$ cat src/rtl/rca_share_arbiter.sv
// rca_share_arbiter
// Shares one pipelined ripple-carry adder among NREQ requesters. A round-robin
// grant picks at most one operation per cycle. That operation's operands are
// registered onto the adder ports. A tag pipeline of matching depth carries the
// requester index, so each sum is steered back to its originating requester.
// Each requester may have only one operation in flight, which is tracked by a
// per-requester busy bit.
module rca_share_arbiter #(
   parameter int NREQ    = 4,
   parameter int WIDTH   = 4,
   parameter int LATENCY = 3,
   parameter int IDW     = 3
) (
   input  logic                    clk,
   input  logic                    rst_n,
   input  logic                    hold,
   input  logic [NREQ-1:0]         req_valid,
   input  logic [NREQ*WIDTH-1:0]   req_a,
   input  logic [NREQ*WIDTH-1:0]   req_b,
   input  logic [NREQ-1:0]         req_cin,
   output logic [NREQ-1:0]         req_ready,
   output logic [WIDTH-1:0]        add_a,
   output logic [WIDTH-1:0]        add_b,
   output logic                    add_cin,
   input  logic [WIDTH-1:0]        add_sum,
   input  logic                    add_cout,
   output logic [NREQ-1:0]         rsp_valid,
   output logic [IDW-1:0]          rsp_id,
   output logic [WIDTH-1:0]        rsp_sum,
   output logic                    rsp_cout,
   output logic                    idle
);

   // Width of a requester index; the pointer and the grant select use exactly this width.
   localparam int PW = $clog2(NREQ);

   logic [NREQ-1:0]             busy_reg, busy_next;
   logic [PW-1:0]               ptr_reg, ptr_next;
   logic [LATENCY:0]            tag_valid_reg;
   logic [LATENCY:0][IDW-1:0]   tag_id_reg;
   logic [WIDTH-1:0]            add_a_reg, add_b_reg;
   logic                        add_cin_reg;

   logic [NREQ-1:0]             eligible;
   logic                        grant_any;
   logic [PW-1:0]               grant_sel;
   logic [PW-1:0]               scan_sel;
   logic                        rsp_fire;
   logic [WIDTH-1:0]            opa [NREQ];
   logic [WIDTH-1:0]            opb [NREQ];

   // Per-requester slices of the packed operand buses, plus grant and response decodes.
   genvar gi;
   generate
      for (gi = 0; gi < NREQ; gi++) begin : g_req
         assign opa[gi]       = req_a[gi*WIDTH +: WIDTH];
         assign opb[gi]       = req_b[gi*WIDTH +: WIDTH];
         assign req_ready[gi] = grant_any && (grant_sel == PW'(gi));
         assign rsp_valid[gi] = rsp_fire && (tag_id_reg[LATENCY] == IDW'(gi));
      end
   endgenerate

   // Requests that may be granted this cycle; nothing is granted while reset or hold is asserted.
   always_comb begin
      eligible = '0;
      if (rst_n && !hold) begin
         eligible = req_valid & ~busy_reg;
      end
   end

   // Round-robin scan starting at the pointer; the first eligible requester wins.
   always_comb begin
      grant_any = 1'b0;
      grant_sel = '0;
      scan_sel  = '0;
      for (int off = 0; off < NREQ; off++) begin
         scan_sel = PW'((int'(ptr_reg) + off) % NREQ);
         if (!grant_any && eligible[scan_sel]) begin
            grant_any = 1'b1;
            grant_sel = scan_sel;
         end
      end
   end

   // Next pointer and busy bits. A response clears its busy bit at the same edge
   // that may set another one. The clear and the set can never target the same
   // requester, because a busy requester is not eligible.
   always_comb begin
      ptr_next  = ptr_reg;
      busy_next = (busy_reg & ~rsp_valid) | req_ready;
      if (grant_any) begin
         ptr_next = PW'((int'(grant_sel) + 1) % NREQ);
      end
   end

   // Arbitration state and adder operand registers; the operands hold their value when nothing issues.
   always_ff @(posedge clk or negedge rst_n) begin
      if (!rst_n) begin
         busy_reg    <= '0;
         ptr_reg     <= '0;
         add_a_reg   <= '0;
         add_b_reg   <= '0;
         add_cin_reg <= 1'b0;
      end else begin
         busy_reg <= busy_next;
         ptr_reg  <= ptr_next;
         if (grant_any) begin
            add_a_reg   <= opa[grant_sel];
            add_b_reg   <= opb[grant_sel];
            add_cin_reg <= req_cin[grant_sel];
         end
      end
   end

   // The tag pipeline shifts every cycle. Stage 0 captures the grant, and stage LATENCY lines up with the adder output.
   always_ff @(posedge clk or negedge rst_n) begin
      if (!rst_n) begin
         tag_valid_reg <= '0;
         tag_id_reg    <= '0;
      end else begin
         tag_valid_reg <= {tag_valid_reg[LATENCY-1:0], grant_any};
         tag_id_reg    <= {tag_id_reg[LATENCY-1:0], IDW'(grant_sel)};
      end
   end

   assign rsp_fire = tag_valid_reg[LATENCY];
   assign rsp_id   = rsp_fire ? tag_id_reg[LATENCY] : '0;
   assign rsp_sum  = add_sum;
   assign rsp_cout = add_cout;
   assign add_a    = add_a_reg;
   assign add_b    = add_b_reg;
   assign add_cin  = add_cin_reg;
   assign idle     = ~(|tag_valid_reg) & ~(|busy_reg);

endmodule

$ cat config.mk
export PLATFORM = sky130hd
export DESIGN_NAME = rca_share_arbiter
export DESIGN_NICKNAME = d
export VERILOG_FILES = /design/src/rtl/rca_share_arbiter.sv
export SDC_FILE = /design/constraint.sdc
export NUM_CORES = 1
export LEC_CHECK = 0
export CORE_ASPECT_RATIO = 2
export CORE_MARGIN = 1
export CORE_UTILIZATION = 43
export CTS_CLUSTER_DIAMETER = 200
export DETAILED_ROUTE_END_ITERATION = 12
export GPL_TIMING_DRIVEN = 0
export PLACE_DENSITY = 0.95
export SKIP_CTS_REPAIR_TIMING = 1
export SLEW_MARGIN = 20
export SYNTH_ARGS = -nofsm -noshare
export SYNTH_HDL_FRONTEND = slang
export SYNTH_SLANG_ARGS = --single-unit
$ cat constraint.sdc
create_clock -name clk -period 5.8 [get_ports clk]
set_input_delay 1.74 -clock clk [delete_from_list [all_inputs] [get_ports clk]]
set_output_delay 1.74 -clock clk [all_outputs]
set_load 0.005 [all_outputs]
Word level (Yosys, flattened, before mapping) --
Index checks and enable logic that the tools add are counted.
Storage, ports and cells: output and inout bits 26, input bits 48, register bits 27, word-level logic and storage cells 81, latch bits 0, bits in read-only memories 0, memories 0, bits in writable memories 0
Cells by class: mux-type cells 26, shifts and indexed selects 0, equal/unequal tests 6, reductions and logical operators 20, div/mod/pow operators 0, order comparisons 6, multipliers 0, bitwise gates (word level) 9, add/subtract/negate cells 4
Operator list (number):
- $mux 4 | 5
- $bmux 4 s2 | 2
- $lt 2x3->1 const B | 5
- $logic_and 1x1->1 | 12
- $bmux 1 s2 | 5
- $mux 2 | 5
- $mux 1 | 9
- $and 4x4->4 | 2
- $eq 2x2->1 const B | 4
- $not 4->4 | 2
- $reduce_or 4->1 | 2
- $add 2x1->2 const B | 2
- $add 2x2->2 const B | 2
- $eq 2x1->1 const B | 2
- $logic_not 1->1 | 4
- $or 4x4->4 | 1
- $ge 3x3->1 const B | 1
- $logic_not 3->1 | 1
- $not 2->3 | 1
- $logic_not 2->1 | 1
- $not 1->1 | 2
- $and 1x1->1 | 1

Depth between registers and ports, before layout --
word-level depth 19, mapped depth 7, gate-level depth less buffers 6

Worst setup path after synthesis --
OpenSTA, ideal clock, no wires.
path type input -> output, start in req_valid[1], end out req_ready[0], setup slack 1.180 ns, data required time 4.060 ns, stages 6, data arrival time 2.880 ns, buffers on the path 1, cells stage by stage nor4bb_4 -> o41a_1 -> o211ai_4 -> buf_4 -> nand2_1 -> nor2_1
Between the ends: word-level cells in the longest chain between the ends 16, elaborated cells between the ends (all ways) 26
Ends and longest elaborated chain:
- start: declaration | line 17 | input logic [NREQ-1:0] req_valid,
- $and 4x4->4 * | line 67 | eligible = req_valid & ~busy_reg;
- $mux 4 * | line 66 | if (rst_n && !hold) begin
- $bmux 1 s2 | line 78 | if (!grant_any && eligible[scan_sel]) begin
- $mux 1 (implied by the code) | line 78
- $mux 1 | line 78
- $logic_not 1->1 | line 78
- $logic_and 1x1->1 | line 78
- $mux 1 | line 78
- $logic_not 1->1 | line 78
- $logic_and 1x1->1 | line 78
- $mux 1 | line 78
- $logic_not 1->1 | line 78
- $logic_and 1x1->1 | line 78
- $mux 2 | line 78
- $logic_not 2->1 | line 58 | assign req_ready[gi] = grant_any && (grant_sel == PW'(gi));
- $logic_and 1x1->1 * | line 58
- end: declaration | line 21 | output logic [NREQ-1:0] req_ready,
Every way passes the cells marked *; elsewhere a longest branch is shown, timed or not. The select of a mux whose other input is x is not followed.

Worst setup path after layout --
start in hold, end out req_ready[2]
Between the ends: word-level cells in the longest chain between the ends 17, elaborated cells between the ends (all ways) 27
Ends and longest elaborated chain:
- start: declaration | line 16 | input logic hold,
- $logic_not 1->1 * | line 66
- $logic_and 1x1->1 * | line 66
- $mux 4 * | line 66
- $bmux 1 s2 | line 78
- $mux 1 (implied by the code) | line 78
- $mux 1 | line 78
- $logic_not 1->1 | line 78
- $logic_and 1x1->1 | line 78
- $mux 1 | line 78
- $logic_not 1->1 | line 78
- $logic_and 1x1->1 | line 78
- $mux 1 | line 78
- $logic_not 1->1 | line 78
- $logic_and 1x1->1 | line 78
- $mux 2 | line 78
- $eq 2x2->1 | line 58
- $logic_and 1x1->1 * | line 58
Marked as above.

==> flow_summary.yaml <==
finish:
  drive_gt1_frac: 0.1298
  largest_register_ffs: 8
  final_cells: 239
  multiInputGateArea_um2: 660.6
  nFillCells: 249
  final_nets: 257
  sequential_cell_area_um2: 675.6
  fin_area_mm2: 0.002231
  final_common_cell: "sky130_fd_sc_hd__clkdlybuf4s50_1"
  final_cell_mix: "66 x sky130_fd_sc_hd__clkdlybuf4s50_1, 27 x sky130_fd_sc_hd__dfrtp_1, 19 x sky130_fd_sc_hd__nor2_1"
  num_antenna_cells: 0
  syn2layout_area_growth_pct: 53.18
critical_path:
  worstSetupEndpointType: "output port"
  critical-path-top-delay-family: "buffers and inverters"
  critical_path.startpoint_type: "input pin"
  worst_setup_path_startpoint: "hold"
  timing.critical_path.cells: "clkdlybuf4s50_1 > nor4bb_4 > o41a_1 > o211ai_4 > buf_4 > nand2_1 > nor2_1 > clkdlybuf4s50_1"
  criticalPathCategory: "in2out"
  max_stage_delay_ns: 0.58
  r2r_start: "busy_reg[1]"
  critical_path_peak_fanout: 10
  path_buf_inv: 3
  critical_path_required_time_ns: 4.06
  path_common_cell: "sky130_fd_sc_hd__clkdlybuf4s50_1"
  critical-path-slowest-cell: "sky130_fd_sc_hd__clkdlybuf4s50_1"
  cp_data_arrival_time_ns: 3.94
drt:
  route.detailed.vias_per_inst: 5.448
  drc_errors: 0
  drt-total-wl_um: 3754
  detail-route-antenna-nets: 0
  detail_route.iter0.violations: 23
  wire_per_inst_um: 15.71
  via_count: 1302
  drt_first_pass_iters: 4
cts:
  clock_sink_count: 27
  tritoncts.num_buffers: 3
  cts-htree-levels: 1
  clock_path_buffers: 2
  cts_root_buf: "sky130_fd_sc_hd__clkbuf_8"
  cts_tree: "yes"
  insertion_delay_of_the_later_clocked_pin_in_the_worst_skew_pair_ns: 0.27
  cts.reportedPaths.clkPinSlew_ns: 0.09
place:
  placedInstanceArea_mm2: 0.002161
  detailedPlace.worstSlack_ns: -0.01368
  place.port_buffers: 67
  dpl.hpwl_um: 2930
  placed_cells: 234
  gp_congestion: 0.8176
logic_synthesis:
  post-synth-top-area-cell: "sky130_fd_sc_hd__dfrtp_1"
  top_area_cell_type_share_of_the_netlist_area: 0.4639
  postSynthAreaPerCell_um2: 10.71
  synthesized_instance_count: 136
  yosysWarningCount: 0
  synth.area.top_cells: "sky130_fd_sc_hd__dfrtp_1 46%, sky130_fd_sc_hd__a211oi_1 9.3%, sky130_fd_sc_hd__mux2i_1 6.2%"
  ys_types: 35
  yosysSeqAreaShare: 0.4639
  synth.net_count: 184
  mappedNetlistArea_mm2: 0.001456
  postSynthRegisterBits: 27
die:
  rows: 29
  die_w_um: 43.15
  floorplan.initialDensity: 0.4561
  floorplan.die_area_mm2: 0.003638
  die_h_um: 84.30
  core_mm2: 0.003193
  io-pin-count: 74
min_path:
  worst_hold_path_type: "reg2reg"
  worstHoldStart: "tag_id_reg[7]"
pwr:
  logic_gate_share_of_total_power: 0.339
  power.sequential.fraction: 0.469
  power.density_mw_per_mm2: 258.3
  sw_share: 0.2940
  peakVddDrop_mv: 0.1849
  total_power_mw: 0.5762
  internal_power_mw: 0.4068
  power.leakage_nw: 0.9498
  switchingPower_mw: 0.1694
  clock_power_share: 0.191
sta:
  min_period_over_period: 0.9789
  final.hold.worst_slack_ns: 0.3558
  setup_violations: 0
  timing.max_slew.rel_slack: 0.6349
  final_hold_viol_count: 0
  skew_ns: 0.001708
  setup_slack_ns: 0.1221
  time_the_worst_path_needs_with_i_o_delays_and_setup_ns: 5.678
  report.final.slew_viol_count: 0
  worstMarginPinSlew_ns: 0.5477
  fmaxAchievable_mhz: 176.1
grt:
  globalRouteTotalUtil: 0.2209
  grt-ovfl-total: 0
  first_global_vias: 1378
  grt_antenna_before_repair: 0
  largest_net_degree_at_the_start_of_global_routing: 32
  wire_length_of_the_first_global_routing_pass_um: 6223
job:
  maxCapViolations: 0
outcome:
  status: "finished, final reports clean"
[power by group through the flow]
stage / combinational [mW] / sequential, mW / clock (mW)
global placement: 0.189 / 0.270 / 0
global route: 0.214 / 0.277 / 0.122
floorplan: 0.0717 / 0.267 / 0
finish: 0.196 / 0.270 / 0.110
detailed placement: 0.195 / 0.272 / 0
CTS: 0.196 / 0.268 / 0.114
[logic make-up after synthesis]
family	Yosys count	share of synthesized area
multiplexers	9	0.06186
flip-flops	27	0.4639
AO/OA/AOI/OAI	39	0.2148
buffers and inverters	19	0.08935
AND/OR/NAND/NOR	41	0.1675
other	1	0.002575
[metal layers]
metal	vias up	track usage	wire length (µm)
li1	630	-	-
met1	621	0.2448	1337
met2	47	0.4071	2265
met3	4	0.03226	103
met4	0	0.07713	48
met5	-	0	0
[synth_stat cells (all sizes together)]
library cell	count
a21boi	10
nor2b	2
buf	10
dfrtp	27
mux2i	9
or4	2
nand3b	1
and3b	1
a211oi	18
a211o	1
conb	1
a22oi	1
and4bb	1
nor3b	3
inv	8
and2b	1
a41o	1
o211ai	1
o21ai	3
nand4b	1
o41a	1
nor4bb	1
and3	1
nand3	1
o22ai	3
and2	2
nand2	5
nor2	19
clkbuf	1
[layout make-up]
type / count / share of cell area
inverter: 8 / 0.01570
sequential: 27 / 0.3029
multi-input combinational: 90 / 0.2961
clock buffer: 3 / 0.01851
clock inverter: 1 / 0.003926
tap: 31 / 0.01739
timing repair buffer: 68 / 0.3029
buffer: 11 / 0.04262
[per-stage QoR]
step / utilization / setup TNS [ns]
2_1_floorplan: - / 0
3_3_place_gp: 0.6783 / -3.221
3_5_place_dp: 0.6767 / -0.01561
4_1_cts: 0.6924 / -0.01742
5_1_grt: 0.6987 / -0.002807
6_report: 0.6987 / 0
[worst reg2reg max path: stages (launching register included)]
cell and delay, ns:
sky130_fd_sc_hd__dfrtp_1 0.45, sky130_fd_sc_hd__nor4bb_4 0.41, sky130_fd_sc_hd__a22oi_2 0.23, sky130_fd_sc_hd__nand2_4 0.17, sky130_fd_sc_hd__inv_6 0.06, sky130_fd_sc_hd__buf_12 0.15
sky130_fd_sc_hd__a211oi_1 0.29, sky130_fd_sc_hd__a211oi_1 0.09
[worst paths after layout]
path                       slack, ns  depth (start not counted)        endpoint
max                             0.12                          8    req_ready[2]
min                             0.36                          0  tag_id_reg[10]
max reg2reg                     3.83                          7        add_a[1]
min reg2reg                     0.36                          0  tag_id_reg[10]
max in group asynchronous       4.11                          1     busy_reg[3]
min in group asynchronous       1.41                          1        add_b[3]
(Power assumes the default switching activity.)
